File: config.mk
export PLATFORM = sky130hd
export DESIGN_NAME = result_display_driver
export DESIGN_NICKNAME = d
export VERILOG_FILES = /design/src/rtl/result_display_driver.sv
export SDC_FILE = /design/constraint.sdc
export NUM_CORES = 1
export LEC_CHECK = 0
export BUFFER_PORTS_ARGS = -buffer_cell sky130_fd_sc_hd__buf_4
export CAP_MARGIN = 20
export CORE_UTILIZATION = 55
export DETAILED_ROUTE_END_ITERATION = 10
export PLACE_DENSITY = 0.82
export SKIP_CTS_REPAIR_TIMING = 1
export SYNTH_ARGS = -nofsm -noshare
export SYNTH_HDL_FRONTEND = slang
export SYNTH_SLANG_ARGS = --single-unit
File: constraint.sdc
create_clock -name clock -period 2.2 [get_ports clock]
set_input_delay 0.33 -clock clock [delete_from_list [all_inputs] [get_ports clock]]
set_output_delay 0.33 -clock clock [all_outputs]
set_load 0.005 [all_outputs]
File: src/rtl/result_display_driver.sv
// result_display_driver
//   Converts a 10-bit calculator result (unsigned, or two's complement when
//   signed_mode is set) to BCD with a sequential double-dabble engine. It then
//   drives a 4-digit multiplexed, active-low seven-segment display with optional
//   leading-zero blanking. A result that arrives while a conversion is running
//   is held in a one-deep pending buffer; a newer arrival replaces it.
// Parameters
//   REFRESH_DIV  clock cycles each digit stays lit before the scan advances (>=2)
//   LZ_BLANK     1 = dark leading zeros, 0 = always show all four digits
// Ports
//   clock        system clock, posedge
//   reset        synchronous, active-high
//   value_in     result word
//   value_valid  single-cycle strobe qualifying value_in / signed_mode
//   signed_mode  1 = value_in is two's complement
//   blank        1 = all digits dark, scan keeps running
//   busy         conversion in progress
//   seg          {g,f,e,d,c,b,a}, active-low, registered
//   an           digit enables, active-low one-hot, an[0] = rightmost digit
//   dp           decimal point, active-low, always off
module result_display_driver #(
    parameter int unsigned REFRESH_DIV = 50000,
    parameter bit          LZ_BLANK    = 1'b1
) (
    input  logic       clock,
    input  logic       reset,
    input  logic [9:0] value_in,
    input  logic       value_valid,
    input  logic       signed_mode,
    input  logic       blank,
    output logic       busy,
    output logic [6:0] seg,
    output logic [3:0] an,
    output logic       dp
);

    localparam int unsigned CNT_W = (REFRESH_DIV > 1) ? $clog2(REFRESH_DIV) : 1;

    typedef enum logic [1:0] {IDLE, SHIFT, UPDATE} state_t;

    state_t           state, state_next;
    logic [3:0]       iter;
    logic [9:0]       mag;
    logic [15:0]      bcd, bcd_adj;
    logic             conv_neg;
    logic             pend_valid, pend_signed;
    logic [9:0]       pend_value;
    logic [15:0]      disp_bcd;
    logic             disp_neg;
    logic [CNT_W-1:0] scan_cnt;
    logic [1:0]       idx;

    logic             cap_go, cap_signed, cap_neg;
    logic [9:0]       cap_value, cap_mag;
    logic [3:0]       nib;
    logic             upper_zero;
    logic [6:0]       glyph;

    function automatic logic [6:0] seven_seg(input logic [3:0] d);
        case (d)
            4'd0:    seven_seg = 7'h40;
            4'd1:    seven_seg = 7'h79;
            4'd2:    seven_seg = 7'h24;
            4'd3:    seven_seg = 7'h30;
            4'd4:    seven_seg = 7'h19;
            4'd5:    seven_seg = 7'h12;
            4'd6:    seven_seg = 7'h02;
            4'd7:    seven_seg = 7'h78;
            4'd8:    seven_seg = 7'h00;
            4'd9:    seven_seg = 7'h10;
            default: seven_seg = 7'h7F;
        endcase
    endfunction

    // A fresh strobe in IDLE wins over a held pending value.
    always_comb begin
        cap_go     = 1'b0;
        cap_value  = value_in;
        cap_signed = signed_mode;
        if (state == IDLE) begin
            if (value_valid) begin
                cap_go = 1'b1;
            end else if (pend_valid) begin
                cap_go     = 1'b1;
                cap_value  = pend_value;
                cap_signed = pend_signed;
            end
        end
        cap_neg = cap_signed & cap_value[9];
        cap_mag = cap_neg ? (~cap_value + 10'd1) : cap_value;
    end

    always_comb begin
        for (int unsigned i = 0; i < 4; i++) begin
            bcd_adj[4*i +: 4] = (bcd[4*i +: 4] >= 4'd5) ? bcd[4*i +: 4] + 4'd3
                                                         : bcd[4*i +: 4];
        end
    end

    always_ff @(posedge clock) begin
        if (reset) state <= IDLE;
        else       state <= state_next;
    end

    always_comb begin
        state_next = state;
        case (state)
            IDLE:    if (cap_go) state_next = SHIFT;
            SHIFT:   if (iter == 4'd9) state_next = UPDATE;
            UPDATE:  state_next = IDLE;
            default: state_next = IDLE;
        endcase
    end

    assign busy = (state != IDLE);
    assign dp   = 1'b1;

    always_ff @(posedge clock) begin
        if (reset) begin
            iter        <= '0;
            mag         <= '0;
            bcd         <= '0;
            conv_neg    <= 1'b0;
            pend_valid  <= 1'b0;
            pend_value  <= '0;
            pend_signed <= 1'b0;
            disp_bcd    <= '0;
            disp_neg    <= 1'b0;
        end else begin
            case (state)
                IDLE: begin
                    if (cap_go) begin
                        mag        <= cap_mag;
                        conv_neg   <= cap_neg;
                        bcd        <= '0;
                        iter       <= '0;
                        pend_valid <= 1'b0;
                    end
                end
                SHIFT: begin
                    {bcd, mag} <= {bcd_adj[14:0], mag, 1'b0};
                    iter       <= iter + 4'd1;
                end
                UPDATE: begin
                    disp_bcd <= bcd;
                    disp_neg <= conv_neg;
                end
                default: ;
            endcase
            if (state != IDLE && value_valid) begin
                pend_valid  <= 1'b1;
                pend_value  <= value_in;
                pend_signed <= signed_mode;
            end
        end
    end

    // Digit for the current scan position; a digit is a leading zero when it
    // and every digit above it are zero.
    always_comb begin
        nib        = disp_bcd[{idx, 2'b00} +: 4];
        upper_zero = 1'b1;
        for (int unsigned i = 0; i < 4; i++) begin
            if (i >= 32'(idx) && disp_bcd[4*i +: 4] != 4'd0) upper_zero = 1'b0;
        end
        if (disp_neg && idx == 2'd3)                    glyph = 7'h3F;
        else if (LZ_BLANK && idx != 2'd0 && upper_zero) glyph = 7'h7F;
        else                                            glyph = seven_seg(nib);
    end

    always_ff @(posedge clock) begin
        if (reset) begin
            scan_cnt <= '0;
            idx      <= '0;
            seg      <= 7'h7F;
            an       <= 4'hF;
        end else begin
            if (scan_cnt == CNT_W'(REFRESH_DIV - 1)) begin
                scan_cnt <= '0;
                idx      <= idx + 2'd1;
            end else begin
                scan_cnt <= scan_cnt + CNT_W'(1);
            end
            if (blank) begin
                seg <= 7'h7F;
                an  <= 4'hF;
            end else begin
                seg <= glyph;
                an  <= ~(4'b0001 << idx);
            end
        end
    end

endmodule

== After elaboration in Yosys (flattened, before gate mapping) ==
Memory sizes are Yosys's and may differ from the RTL's.
Index checks and enable logic that the tools add are counted.
Word-level totals
  flip-flop bits (word level): 91
  ROM bits: 112
  input port bits: 15
  logic and storage cells: 98
  memories kept: 1
Operators by class
  $add $sub $neg: 8
  $lt $le $gt $ge: 7
  equal/unequal tests: 7
  shift operators: 2
  mux-type cells: 32
  bitwise gates (word level): 3
  reductions and logical operators: 23
Memories
  (no name shown): words 16, bits a word 7, read ports 1, clocked after Yosys merged registers in 0, wr ports 0, RTL line 60  | case (d)
Operators with widths (number)
  10-bit 2-to-1 mux: 5
  16-bit case mux with 2 select lines: 1
  10-bit case mux with 2 select lines: 1
  16-bit by 1-bit adder with 16-bit output (second input constant): 1
  16-bit equality test (second input constant): 1
  4-bit by 3-bit greater-or-equal comparator with 1-bit output (second input constant): 4
  16-bit 2-to-1 mux: 1
  4-bit 2-to-1 mux: 4
  4-bit nonzero test: 4
  16-bit by 5-bit indexed part select with 4-bit output: 1
  7-bit 2-to-1 mux: 2
  1-bit 2-to-1 mux: 13
  4-bit by 2-bit adder with 4-bit output (second input constant): 3
  10-bit by 1-bit adder with 10-bit output (second input constant): 1
  10-bit inverter: 1
  2-bit nonzero test: 5
  4-bit case mux with 2 select lines: 1
  2-bit AND reduction: 4
  1-bit logical AND: 6
  4-bit by 1-bit adder with 4-bit output (second input constant): 1
  2-bit equality test (second input constant): 2
  4-bit equality test (second input constant): 1
  1-bit by 2-bit greater-or-equal comparator with 1-bit output (first input constant): 2
  2-bit 2-to-1 mux: 2
  other kinds (13): 15

== Logic depth before layout (Yosys ltp) ==
  word-level depth: 9
  gate-level depth with buffers: 8
  gate-level depth less buffers: 7

== Worst setup path before layout ==
OpenSTA, ideal clock, no wires.
  kind: flip-flop to flip-flop
  start: reg state[1]
  end: reg mag[8]
  setup time: 0.092 ns
  arrival time: 2.081 ns
  required time: 2.108 ns
  slack: 0.027 ns
  stages on the path, launching flop included: 9
  clock period less this slack: 2.173 ns
  cells stage by stage: dfxtp_1 nor4b_4 buf_4 mux2i_1 ha_1 nand3b_1 nor4_1 nor3_1 o32ai_1
Between the ends
  cells in the longest elaborated chain, start to end: 7
Ends and longest elaborated chain
  from (decl): RTL line 41  | state_t state, state_next;
  from (signal assigned): RTL line 102  | else state <= state_next;
  2-bit zero test: RTL line 80, 130
  10-bit 2-to-1 mux: RTL line 80  | if (state == IDLE) begin
  10-bit inverter: RTL line 90  | cap_mag = cap_neg ? (~cap_value + 10'd1) : cap_value;
  10-bit by 1-bit adder with 10-bit output: RTL line 90
  10-bit 2-to-1 mux: RTL line 90
  10-bit 2-to-1 mux: RTL line 132  | if (cap_go) begin
  10-bit case mux with 2 select lines: RTL line 130  | case (state)
  to (signal assigned): RTL line 133  | mag <= cap_mag;
  to (signal assigned): RTL line 141  | {bcd, mag} <= {bcd_adj[14:0], mag, 1'b0};
  to (decl): RTL line 43  | logic [9:0] mag;
Parallel ways exist; a longest one is shown, timed or not. The select of a mux whose other input is x is not followed.
A chain may end at the register's enable or synchronous reset.

== Final worst setup path ==
  start: reg state[0]
  end: reg mag[8]
Same word-level chain as after synthesis.

==> parameters.txt <==
Parameter                              Value

Outcome
  Result of the run    complete, no violations

GRT
  Global-route track usage on met2    0.386
  Total gr overflow    0
  M1 GR Usage    0.288
  Total routing resource utilization after global routing    0.231
  GRT Max-Usage Layer    met2
  Antenna violations before repair    0
  Via count of the first global-routing pass    3555
  Global-route wire length before repair    15800 um
  Pin count of the biggest net entering global routing    28
  Met3 capacity usage during global routing    0.0448

Logic synthesis
  Synth async-reset ratio    0
  Mapped Area    4450 um2
  Synthesized area divided by synthesized cell count    8.39 um2
  Area share of the leading cell type in the synthesized netlist    0.410
  Top-count cell post-synth    dfxtp_1
  Post-synth EDFFs    0
  Post-synthesis share of cell area spent on full adders, half adders and majority gates    0.0591
  Post-synth cell types    49
  Leading cell types by count after synthesis    dfxtp_1, nand2_1, nor2_1, a21oi_1, ha_1
  Biggest area contributors in the synthesized netlist    dfxtp_1, nand2_1, ha_1
  Mux cell area share after synthesis    0.0523
  Synth Net Count    566
  Combinational family with the most area after synthesis    simple AND/OR/NAND/NOR gates
  Register bit total from synthesis    91
  Area fraction in compound gates after synthesis    0.150
  Parity-gate share of the synthesized area counting xor and xnor cells    0.0610
  Commonest register cell after synthesis    dfxtp_1
  Yosys top cell by area    dfxtp_1
  Fraction of the yosys area taken by sequential cells    0.410
  Synthesized instance count    530
  Simple logic cell fraction of the synthesized area    0.220
  Number of warnings reported in the yosys synthesis log    0

Clocking
  Sinks on the clock net    91
  Cell at the root of the clock tree    clkbuf_8
  Clock slew at the register clock pins of the worst setup and hold paths    0.09 ns
  Clk_lat worst skew    0.36 ns
  TritonCTS Buffers    9
  Clock buffer depth    2
  CTS tree    yes
  H-tree level count    3

Timing
  Highest Clock Rate    0.485 GHz
  Worst rel slew slack    0.582
  Post-layout min period    2.06 ns
  # setup viols final    0
  PnR worst setup slack    0.138 ns
  RSZ-0062 raised after global routing    true
  Number of failing hold endpoints at the final stage    0
  Final setup skew    0.0128 ns
  Worst Max-Slew Pin Slew    0.627 ns
  Number of pins exceeding their max-slew limit in the final report    0
  Final Cycle Share    0.937

Worst setup path
  Crit end category    flip-flop
  Critical path start-end classification    flip-flop to flip-flop
  Arrival time reported for the critical path endpoint    2.33 ns
  Required time of the worst setup path    2.46 ns
  Kind of start point of the critical path    flip-flop
  Maximum fanout along the worst path    4

Drt
  First DRT Iteration DRCs    225
  Count of vias placed by the detailed router    3802
  Residual antenna-violating net count after detailed routing    0
  First-pass DRT Iterations    5
  Per-cell via count in the routed design    5.73
  Total routed wirelength    9330 um
  Detailed-route DRC error count    0
  Post-DR wirelength/cell    14.1 um

Power and ir drop
  Worst vdd ir    0.286 mV
  Overall power    0.00300 W
  Ratio of total power to cell area    603 nW/um2
  Static Leakage    1.79 nW

Worst hold path
  Type of the worst min-delay path    input pin to flip-flop

Final layout
  Inserted Diodes    0
  Final core utilization    0.641
  Share of final-layout standard cells stronger than drive strength 1    0.135
  Final-stage net count    593
  Area delta synth->final    11.9%
  Fill cell count    653
  Layout Cells excl Fill    663

Placed design
  Final weighted congestion in routability-driven placement    0.896
  Port bufs    26
  Count of placed standard cells including taps    642
  Worst slack at placement    -0.0154 ns
  Detailed Place HPWL    6580 um

Die
  Core area    7770 um2
  IO Pins    28
  DIE AREA    8450 um2
  Floorplan die height    91.9 um
  Die W    91.9 um
  Effective utilization at floorplan    0.573
  Row count    32

Run
  Max-cap viol count    0
## path summary, 6_finish.rpt
path	cells after the start	startpoint	to	slack (ns)
max	8	state[0]	mag[8]	0.14
min	3	blank	seg[6]	0.23
max reg2reg	8	state[0]	mag[8]	0.14
min reg2reg	1	scan_cnt[0]	scan_cnt[0]	0.45
## logic make-up (layout without fill, tap and decap cells)
logic type | count (synthesis) | in the layout
flops | 91 | 91
buf+inv | 46 | 77
fa+ha+maj | 21 | 21
compound gates | 110 | 110
simple gates | 212 | 212
mux | 18 | 18
xor+xnor | 31 | 31
other cells | 1 | 1
## per-layer routing
layer / part of all wire / vias to the layer above
li1: - / 1883
met1: 0.45 / 1804
met2: 0.49 / 91
met3: 0.039 / 24
met4: 0.021 / 0
met5: 0 / -
## layout make-up
| cell class | instances | area (um2) | area share |
|---|---|---|---|
| Clock buffer | 13 | 149 | 0.0299 |
| Tap cell | 102 | 128 | 0.0256 |
| Inverter | 19 | 71.3 | 0.0143 |
| Timing Repair Buffer | 43 | 327 | 0.0656 |
| Sequential cell | 91 | 1830 | 0.367 |
| Multi-Input combinational cell | 393 | 2460 | 0.495 |
| Clock inverter | 2 | 12.5 | 0.00251 |
## state kept, by name, indices dropped and copies added, names as in the netlist, 2 cells and up
name and flops:
mag 10, iter 4, an 4, idx 2, disp_bcd 16, pend_value 10
scan_cnt 16, bcd 16, seg 7, state 2
## worst max-delay path, cell delays in order (launching register included)
cell and delay (ns):
dfxtp_2 0.34, nor4b_4 0.26, buf_6 0.17, mux2i_4 0.27
ha_4 0.18, nand3b_1 0.12, nor4_2 0.31, nor3_1 0.07
o32ai_1 0.24
## power by group
| group | switching [W] | internal (W) | total (W) | leakage [nW] |
|---|---|---|---|---|
| clock | 0.000551 | 0.000436 | 0.000987 | 0.0795 |
| sequential | 0.0000324 | 0.00169 | 0.00172 | 0.741 |
| combinational | 0.000174 | 0.000119 | 0.000293 | 0.974 |
## stage by stage
| stage | instance area [um2] | hold WS [ns] | TNS, ns |
|---|---|---|---|
| 2_1_floorplan | 4450 | 0.413 | 0 |
| 3_3_place_gp | 4720 | 0.421 | 0 |
| 3_5_place_dp | 4720 | 0.435 | -0.0154 |
| 4_1_cts | 4880 | 0.218 | 0 |
| 5_1_grt | 4980 | 0.234 | -0.0377 |
| 6_report | 4980 | 0.227 | 0 |
## cell usage in the layout, fill, tap and decap left out, drive strengths merged, types with 5 or more instances in the layout
cell / n
nand2: 86
nand2b: 10
o22ai: 8
xor2: 14
clkbuf: 13
a22oi: 16
dfxtp: 91
nand3: 8
inv: 19
nor3: 17
nor2: 55
xnor2: 17
nor2b: 5
buf: 43
nor4: 8
mux2i: 12
a21oi: 50
nand4: 8
o21ai: 15
ha: 21
(Power assumes the default switching activity.)
